### config.mk
export PLATFORM = sky130hd
export DESIGN_NAME = cpu_ctrl_flat
export DESIGN_NICKNAME = d
export VERILOG_FILES = /design/src/rtl/cpu_ctrl_if.sv /design/src/rtl/cpu_ctrl.sv /design/src/flat_wrapper.sv
export SDC_FILE = /design/constraint.sdc
export NUM_CORES = 1
export LEC_CHECK = 0
export CAP_MARGIN = 20
export CORE_MARGIN = 8
export CORE_UTILIZATION = 25
export DETAILED_ROUTE_END_ITERATION = 16
export DONT_BUFFER_PORTS = 1
export GPL_TIMING_DRIVEN = 0
export PLACE_DENSITY_LB_ADDON = 0.05
export SLEW_MARGIN = 20
export SYNTH_ARGS = -nofsm -noshare
export SYNTH_HDL_FRONTEND = slang
export SYNTH_SLANG_ARGS = --single-unit
### constraint.sdc
create_clock -name clk -period 1.79 [get_ports clk]
set_input_delay 0.358 -clock clk [delete_from_list [all_inputs] [get_ports clk]]
set_output_delay 0.358 -clock clk [all_outputs]
set_load 0.02 [all_outputs]
### src/rtl/cpu_ctrl_if.sv
// Bus between the sequencer and its instruction memory, decoder and ALU.
// The controller uses the master modport; the surrounding system uses slave.
interface cpu_ctrl_if #(
  parameter int PC_W = 4
);
  logic            start;
  logic [PC_W-1:0] imem_addr;
  logic            imem_re;
  logic [7:0]      imem_rdata;
  logic [3:0]      opcode;
  logic [3:0]      operand;
  logic            dec_en;
  logic [1:0]      update_flags;
  logic [3:0]      alu_flags;
  logic [3:0]      flags;
  logic [PC_W-1:0] pc;
  logic            busy;
  logic            halted;

  modport master (
    input  start, imem_rdata, update_flags, alu_flags,
    output imem_addr, imem_re, opcode, operand, dec_en, flags, pc, busy, halted
  );

  modport slave (
    output start, imem_rdata, update_flags, alu_flags,
    input  imem_addr, imem_re, opcode, operand, dec_en, flags, pc, busy, halted
  );
endinterface

### src/rtl/cpu_ctrl.sv
// Fetch/decode/execute sequencer: three cycles per instruction.
// Keeps the program counter, the instruction register and the {N,Z,C,V} flags.
module cpu_ctrl #(
  parameter int PC_W = 4
) (
  input logic        clk,
  input logic        rst_n,
  cpu_ctrl_if.master bus
);
  typedef enum logic [2:0] {
    S_IDLE, S_FETCH, S_DECODE, S_EXEC, S_HALT
  } state_e;

  state_e          state_q, state_d;
  logic [PC_W-1:0] pc_q, pc_d, pc_inc;
  logic [3:0]      flags_q, flags_d;
  logic [7:0]      ir_q, ir_d;
  logic            imem_re_o, dec_en_o;

  // Branch condition select on opcode[2:0]; 111 never reaches here (halt).
  function automatic logic branch_cond(input logic [2:0] cc, input logic [3:0] f);
    case (cc)
      3'b000:  branch_cond = 1'b1;
      3'b001:  branch_cond = f[2];
      3'b010:  branch_cond = ~f[2];
      3'b011:  branch_cond = f[1];
      3'b100:  branch_cond = f[3];
      3'b101:  branch_cond = f[0];
      3'b110:  branch_cond = ~f[1];
      default: branch_cond = 1'b0;
    endcase
  endfunction

  always_ff @(posedge clk) begin
    if (!rst_n) begin
      state_q <= S_IDLE;
      pc_q    <= '0;
      flags_q <= '0;
      ir_q    <= '0;
    end else begin
      state_q <= state_d;
      pc_q    <= pc_d;
      flags_q <= flags_d;
      ir_q    <= ir_d;
    end
  end

  always_comb begin
    state_d   = state_q;
    pc_d      = pc_q;
    flags_d   = flags_q;
    ir_d      = ir_q;
    imem_re_o = 1'b0;
    dec_en_o  = 1'b0;
    pc_inc    = pc_q + PC_W'(1);
    case (state_q)
      S_IDLE: begin
        if (bus.start) state_d = S_FETCH;
      end
      S_FETCH: begin
        imem_re_o = 1'b1;
        state_d   = S_DECODE;
      end
      S_DECODE: begin
        ir_d    = bus.imem_rdata;
        state_d = S_EXEC;
      end
      S_EXEC: begin
        if (ir_q[7:4] == 4'hF) begin
          state_d = S_HALT;
        end else if (ir_q[7]) begin
          pc_d    = branch_cond(ir_q[6:4], flags_q) ? PC_W'(ir_q[3:0]) : pc_inc;
          state_d = S_FETCH;
        end else begin
          dec_en_o = 1'b1;
          if (bus.update_flags[1]) flags_d[3:2] = bus.alu_flags[3:2];
          if (bus.update_flags[0]) flags_d[1:0] = bus.alu_flags[1:0];
          pc_d    = pc_inc;
          state_d = S_FETCH;
        end
      end
      S_HALT: begin
        if (bus.start) begin
          pc_d    = '0;
          state_d = S_FETCH;
        end
      end
      default: state_d = S_IDLE;
    endcase
  end

  assign bus.imem_addr = pc_q;
  assign bus.imem_re   = imem_re_o;
  assign bus.dec_en    = dec_en_o;
  assign bus.opcode    = ir_q[7:4];
  assign bus.operand   = ir_q[3:0];
  assign bus.flags     = flags_q;
  assign bus.pc        = pc_q;
  assign bus.busy      = (state_q == S_FETCH) || (state_q == S_DECODE) || (state_q == S_EXEC);
  assign bus.halted    = (state_q == S_HALT);
endmodule

### src/flat_wrapper.sv
// flat-port wrapper written by rule: the top's interface ports become plain ports
module cpu_ctrl_flat 
#(
  parameter int PC_W = 4
)
  (clk, rst_n, bus_start, bus_imem_rdata, bus_update_flags, bus_alu_flags, bus_imem_addr, bus_imem_re, bus_opcode, bus_operand, bus_dec_en, bus_flags, bus_pc, bus_busy, bus_halted);
  cpu_ctrl_if #(.PC_W(PC_W)) bus_i ();
  input logic clk;
  input logic rst_n;
  input wire logic [$bits(bus_i.start)-1:0] bus_start;
  input wire logic [$bits(bus_i.imem_rdata)-1:0] bus_imem_rdata;
  input wire logic [$bits(bus_i.update_flags)-1:0] bus_update_flags;
  input wire logic [$bits(bus_i.alu_flags)-1:0] bus_alu_flags;
  output wire logic [$bits(bus_i.imem_addr)-1:0] bus_imem_addr;
  output wire logic [$bits(bus_i.imem_re)-1:0] bus_imem_re;
  output wire logic [$bits(bus_i.opcode)-1:0] bus_opcode;
  output wire logic [$bits(bus_i.operand)-1:0] bus_operand;
  output wire logic [$bits(bus_i.dec_en)-1:0] bus_dec_en;
  output wire logic [$bits(bus_i.flags)-1:0] bus_flags;
  output wire logic [$bits(bus_i.pc)-1:0] bus_pc;
  output wire logic [$bits(bus_i.busy)-1:0] bus_busy;
  output wire logic [$bits(bus_i.halted)-1:0] bus_halted;
  assign bus_i.start = bus_start;
  assign bus_i.imem_rdata = bus_imem_rdata;
  assign bus_i.update_flags = bus_update_flags;
  assign bus_i.alu_flags = bus_alu_flags;
  assign bus_imem_addr = bus_i.imem_addr;
  assign bus_imem_re = bus_i.imem_re;
  assign bus_opcode = bus_i.opcode;
  assign bus_operand = bus_i.operand;
  assign bus_dec_en = bus_i.dec_en;
  assign bus_flags = bus_i.flags;
  assign bus_pc = bus_i.pc;
  assign bus_busy = bus_i.busy;
  assign bus_halted = bus_i.halted;
  cpu_ctrl #(.PC_W(PC_W)) u_core (.clk(clk), .rst_n(rst_n), .bus(bus_i));
endmodule
Word-level counts from Yosys, hierarchy flattened
Index checks and enable logic that the tools add are counted.
- word-level logic and storage cells: 49
- output and inout bits: 24
- register bits: 19
- input bits: 17
- bitwise logic cells: 4
- reduce and logical (&&, ||, !) cells: 9
- eq/ne operators: 14
- add/subtract/negate cells: 1
- mux-type cells: 16
- operators by type and width (operator ; count):
    $mux W4 ; 4
    $eq A3 B2 Y1 const B ; 4
    $eq A3 B3 Y1 const B ; 4
    $pmux W3 S4 ; 1
    $pmux W4 S2 ; 1
    $reduce_and A4 Y1 ; 2
    $mux W1 ; 7
    $pmux W1 S7 ; 1
    $eq A3 B1 Y1 const B ; 2
    $logic_not A3 Y1 ; 2
    $mux W3 ; 2
    $add A4 B1 Y4 const B ; 1
    $eq A4 B4 Y1 const B ; 1
    $ne A2 B2 Y1 const B ; 2
    $not A1 Y1 ; 4
    $reduce_and A3 Y1 ; 1
    $logic_or A1 B1 Y1 ; 2
    $ne A2 B1 Y1 const B ; 1
    $reduce_bool A2 Y1 ; 1
    $reduce_or A2 Y1 ; 1

Logic depth before layout (Yosys ltp)
- word-level depth: 9
- mapped depth: 5
- gate-level depth less buffers: 5

Worst setup path after synthesis
Ideal clock, no wire load.
- path kind: register -> register
- start: reg u_core.ir_q[5]
- end: reg u_core.pc_q[0], in the netlist u_core.bus.imem_addr[0]
- cell stages (with the launch flop): 6
- clock period less this slack: 1485 ps
- required time: 1647 ps
- arrival: 1342 ps
- setup time: 143 ps
- setup slack: 305 ps
- path through: dfxtp_1 nor2_1 a211oi_1 o211ai_2 nor4_1 a311oi_1
- cells in the longest elaborated chain, start to end: 9
- elaborated cells on any way between the ends: 18
- those cells by class: 8 x eq/ne; 8 x mux; 2 x reduce/logical
- RTL lines (item ; line ; RTL):
    from (decl) ; cpu_ctrl.sv:17 ; logic [7:0] ir_q, ir_d;
    from (signal assigned) ; cpu_ctrl.sv:44 ; ir_q <= ir_d;
    $eq A3 B3 Y1, or another cell as far along ; cpu_ctrl.sv:22 ; case (cc)
    $pmux W1 S7 ; cpu_ctrl.sv:22 ;
    $mux W1 ; cpu_ctrl.sv:71 ; end else if (ir_q[7]) begin
    $mux W1 ; cpu_ctrl.sv:69 ; if (ir_q[7:4] == 4'hF) begin
    $mux W1 ; cpu_ctrl.sv:56 ; case (state_q)
    $mux W4 ; cpu_ctrl.sv:72 ; pc_d = branch_cond(ir_q[6:4], flags_q) ? PC_W'(ir_q[3:0]) : pc_inc;
    $mux W4 ; cpu_ctrl.sv:71 ;
    $mux W4 ; cpu_ctrl.sv:69 ;
    $pmux W4 S2 ; cpu_ctrl.sv:56 ;
    to (signal assigned) ; cpu_ctrl.sv:42 ; pc_q <= pc_d;
    to (decl) ; cpu_ctrl.sv:15 ; logic [PC_W-1:0] pc_q, pc_d, pc_inc;
Parallel ways exist; a longest one is shown, timed or not. The select of a mux whose other input is x is not followed.
A chain may end at the register's enable or synchronous reset.

Final worst setup path
- start: reg u_core.state_q[0]
- end: out bus_imem_re
- cells in the longest elaborated chain, start to end: 2
- RTL lines (item ; line ; RTL):
    from (decl) ; cpu_ctrl.sv:14 ; state_e state_q, state_d;
    from (signal assigned) ; cpu_ctrl.sv:41 ; state_q <= state_d;
    $eq A3 B1 Y1 ; cpu_ctrl.sv:56 ;
    $mux W1 ; cpu_ctrl.sv:56 ;
    to (decl) ; flat_wrapper.sv:15 ; output wire logic [$bits(bus_i.imem_re)-1:0] bus_imem_re;
No other way between the ends.

==> reports/qor.txt <==
Final instance area: 0.001055 mm²
Worst path bufs/invs: 0
Switching share of total power: 0.3128
Post-CTS resize count: 0
Worst hold path type: in -> reg
CTS Buf Count: 3
Kind of critical path: reg -> out
Post-Synthesis Cells: 100
Detail Placement HPWL: 1.896 mm
Outcome: finished, final reports clean
Fill cell count: 421
Slew @ Worst Pin: 0.7207 ns
DRT antenna net count: 0
Relative slew slack: 0.5185
R2R cell count: 5
Final WL: 2.358 mm
Core Area: 0.003633 mm²
Syn_nets: 118
Crit end category: output port
Root Driver: clkbuf_8
Post-synthesis sequential area ratio: 0.4053
Hold Buf Count CTS: 0
Crit start category: register
Crit path DAT: 1.33 ns
CTS Sinks: 19
Final min period: 1.692 ns
P_sw: 0.3062 mW
Clock share of power: 0.311
Die height: 77.27 µm
Layout area overhead: 12.40%
Synth cell types: 31
Slowest stage cell, crit path: nor3b_1
H-tree levels: 1
Antenna violations before repair: 0
Hold Crit Depth: 2
Setup violators final: 0
Crit. path cell count: 1
Pin count of the biggest net entering global routing: 12
Drt first pass iters: 4
Placed cell areas: 998.5 µm²
Dpl ws: 0.06875 ns
VDD IR max: 432.5 µV
CP Data Required Time: 1.43 ns
Via count: 731
Num rows: 22
Mean routed wirelength per cell: 15.51 µm
Fmax: 591.1 MHz
Critical Path Fanout Max: 6
CTS tree: yes
Max incr delay on CP: 0.64 ns
Total Neg Setup Slack: 0 ns
Clock Skew: 0.0007486 ns
Initial core utilization: 0.2583
Fin. Hold Viols: 0
Remaining Overflow, GRT: 0
Sequential share of power: 0.529
Iter 0 DRT Violations: 44
Ports: 41
GPL Wtd Cong: 0.6852
Synth top area cells: dfxtp_1 (41%), mux2i_1 (16%), nor2b_1 (10%)
Overall global routing resource usage: 0.08006
Pins over their slew limit: 0
Syn Area/Cell: 9.384 µm²
DR DRC count: 0
Synth warn: 0
Share of layout cells above drive strength 1: 0.1346
First-pass GRT wire length: 3.850 mm
Post-CTS Setup Inserts: 0
LEAKAGE: 0.3954 nW
Max-Cap Viols: 0
Vias in the first global route: 720
Worst-Skew Late Latency: 0.26 ns
Clock-pin slew on the worst setup and hold paths: 0.07 ns
Power density over the cells: 928.1 mW/mm²
Die W: 77.27 µm
Logic pwr share: 0.160
Flops & latches, synth: 19
Crit share post-route: 0.9451
CP Cell Sequence: nor3b_1
Cell Area, Synth: 938.4 µm²
Antenna Cells: 0
Total Die Area: 0.005970 mm²
Fin nets: 123
Port Buf Inserts: 0
Synth top area share: 0.4053
Vias per cell: 4.809
Dominant cell type by area after synthesis: dfxtp_1
Fin worst setup slack: 0.09823 ns
Setup repair after global routing missed its margin: no
Cell family with most CP delay: simple AND/OR/NAND/NOR gates
Pint: 0.6728 mW
Max Root-Sink Buffers: 2
## power by group through the flow
stage | combinational (mW) | sequential (mW) | clock [mW]
2_1_floorplan | 0.135 | 0.514 | 0
3_3_place_gp | 0.157 | 0.527 | 0
3_5_place_dp | 0.157 | 0.527 | 0
4_1_cts | 0.158 | 0.517 | 0.321
5_1_grt | 0.176 | 0.525 | 0.338
6_report | 0.157 | 0.518 | 0.304
## registers in the layout, indices dropped and copies added (netlist names)
| register | cells |
|---|---|
| u_core.state_q | 3 |
| u_core.ir_q | 8 |
| u_core.bus.imem_addr | 4 |
| u_core.bus.flags | 4 |
## cells by family (layout without fill, tap and decap cells)
| family | Yosys count | in the layout | share of synthesized area |
|---|---|---|---|
| compound gates | 13 | 13 | 0.1053 |
| xor+xnor | 1 | 1 | 0.009335 |
| fa+ha+maj | 1 | 1 | 0.01333 |
| buf+inv | 8 | 12 | 0.04801 |
| flops | 19 | 19 | 0.4053 |
| mux | 15 | 15 | 0.1600 |
| simple gates | 43 | 43 | 0.2587 |
## metrics by stage
stage,power (mW),std cells,util,hold WS (ns)
3_3_place_gp,0.6840,148,0.2748,0.5245
4_1_cts,0.9971,152,0.2875,0.2619
3_5_place_dp,0.6847,148,0.2748,0.5310
5_1_grt,1.038,152,0.2903,0.2613
6_report,0.9789,152,0.2903,0.2685
2_1_floorplan,0.6487,100,-,0.4837
## Yosys cell counts
cell / number
a211oi_1: 1
buf_4: 4
dfxtp_1: 19
nor2_2: 2
a41oi_1: 1
nor3b_1: 2
nand2b_1: 1
nor2b_1: 15
nor2_1: 5
clkbuf_1: 2
a21o_1: 1
a311oi_1: 1
inv_1: 2
o21ai_0: 1
o211ai_2: 1
and4_1: 1
nand3b_1: 2
and3b_1: 1
nand4_1: 1
nor4_1: 1
o211ai_1: 1
ha_1: 1
and2_1: 1
mux2i_1: 15
xnor2_1: 1
o2111ai_1: 1
a21oi_1: 2
o22ai_1: 2
nand3_1: 3
nand2_1: 8
a311o_1: 1
## cell type report
class,instances,area [µm²],area share
inverter,2,7.507,0.007117
clock buffer,3,41.29,0.03915
tap,48,60.06,0.05694
multi-input combinational,73,520.5,0.4935
sequential,19,382.9,0.3630
buffer,6,37.54,0.03559
clock inverter,1,5.005,0.004745
## path summary, 6_finish.rpt
| check | from | endpoint | slack [ns] |
|---|---|---|---|
| worst min register to register | u_core.state_q[2]$_SDFFE_PN0P_ | u_core.state_q[1]$_SDFFE_PN0P_ | 0.55 |
| worst min-delay path | bus_start | u_core.state_q[0]$_SDFFE_PN0P_ | 0.27 |
| worst max register to register | u_core.state_q[0]$_SDFFE_PN0P_ | u_core.bus.imem_addr[3]$_SDFFE_PN0P_ | 0.19 |
| worst max-delay path | u_core.state_q[0]$_SDFFE_PN0P_ | bus_imem_re | 0.1 |
## per-layer routing
layer / GRT usage / routed length, µm / vias to the layer above
met5: 0 / 0 / -
met4: 0.02264 / 23 / 0
met3: 0.05361 / 273 / 2
met2: 0.1163 / 990 / 36
met1: 0.09280 / 1070 / 334
li1: - / - / 359
## cell usage in the layout, fill, tap and decap left out, types with 3 or more instances in the layout
cell / Yosys / final
mux2i_1: 15 / 15
nand2_1: 8 / 8
nand3_1: 3 / 3
nor2_1: 5 / 4
dfxtp_1: 19 / 17
buf_4: 4 / 4
clkbuf_8: 0 / 3
nor2b_1: 15 / 15
(Power assumes the default switching activity.)
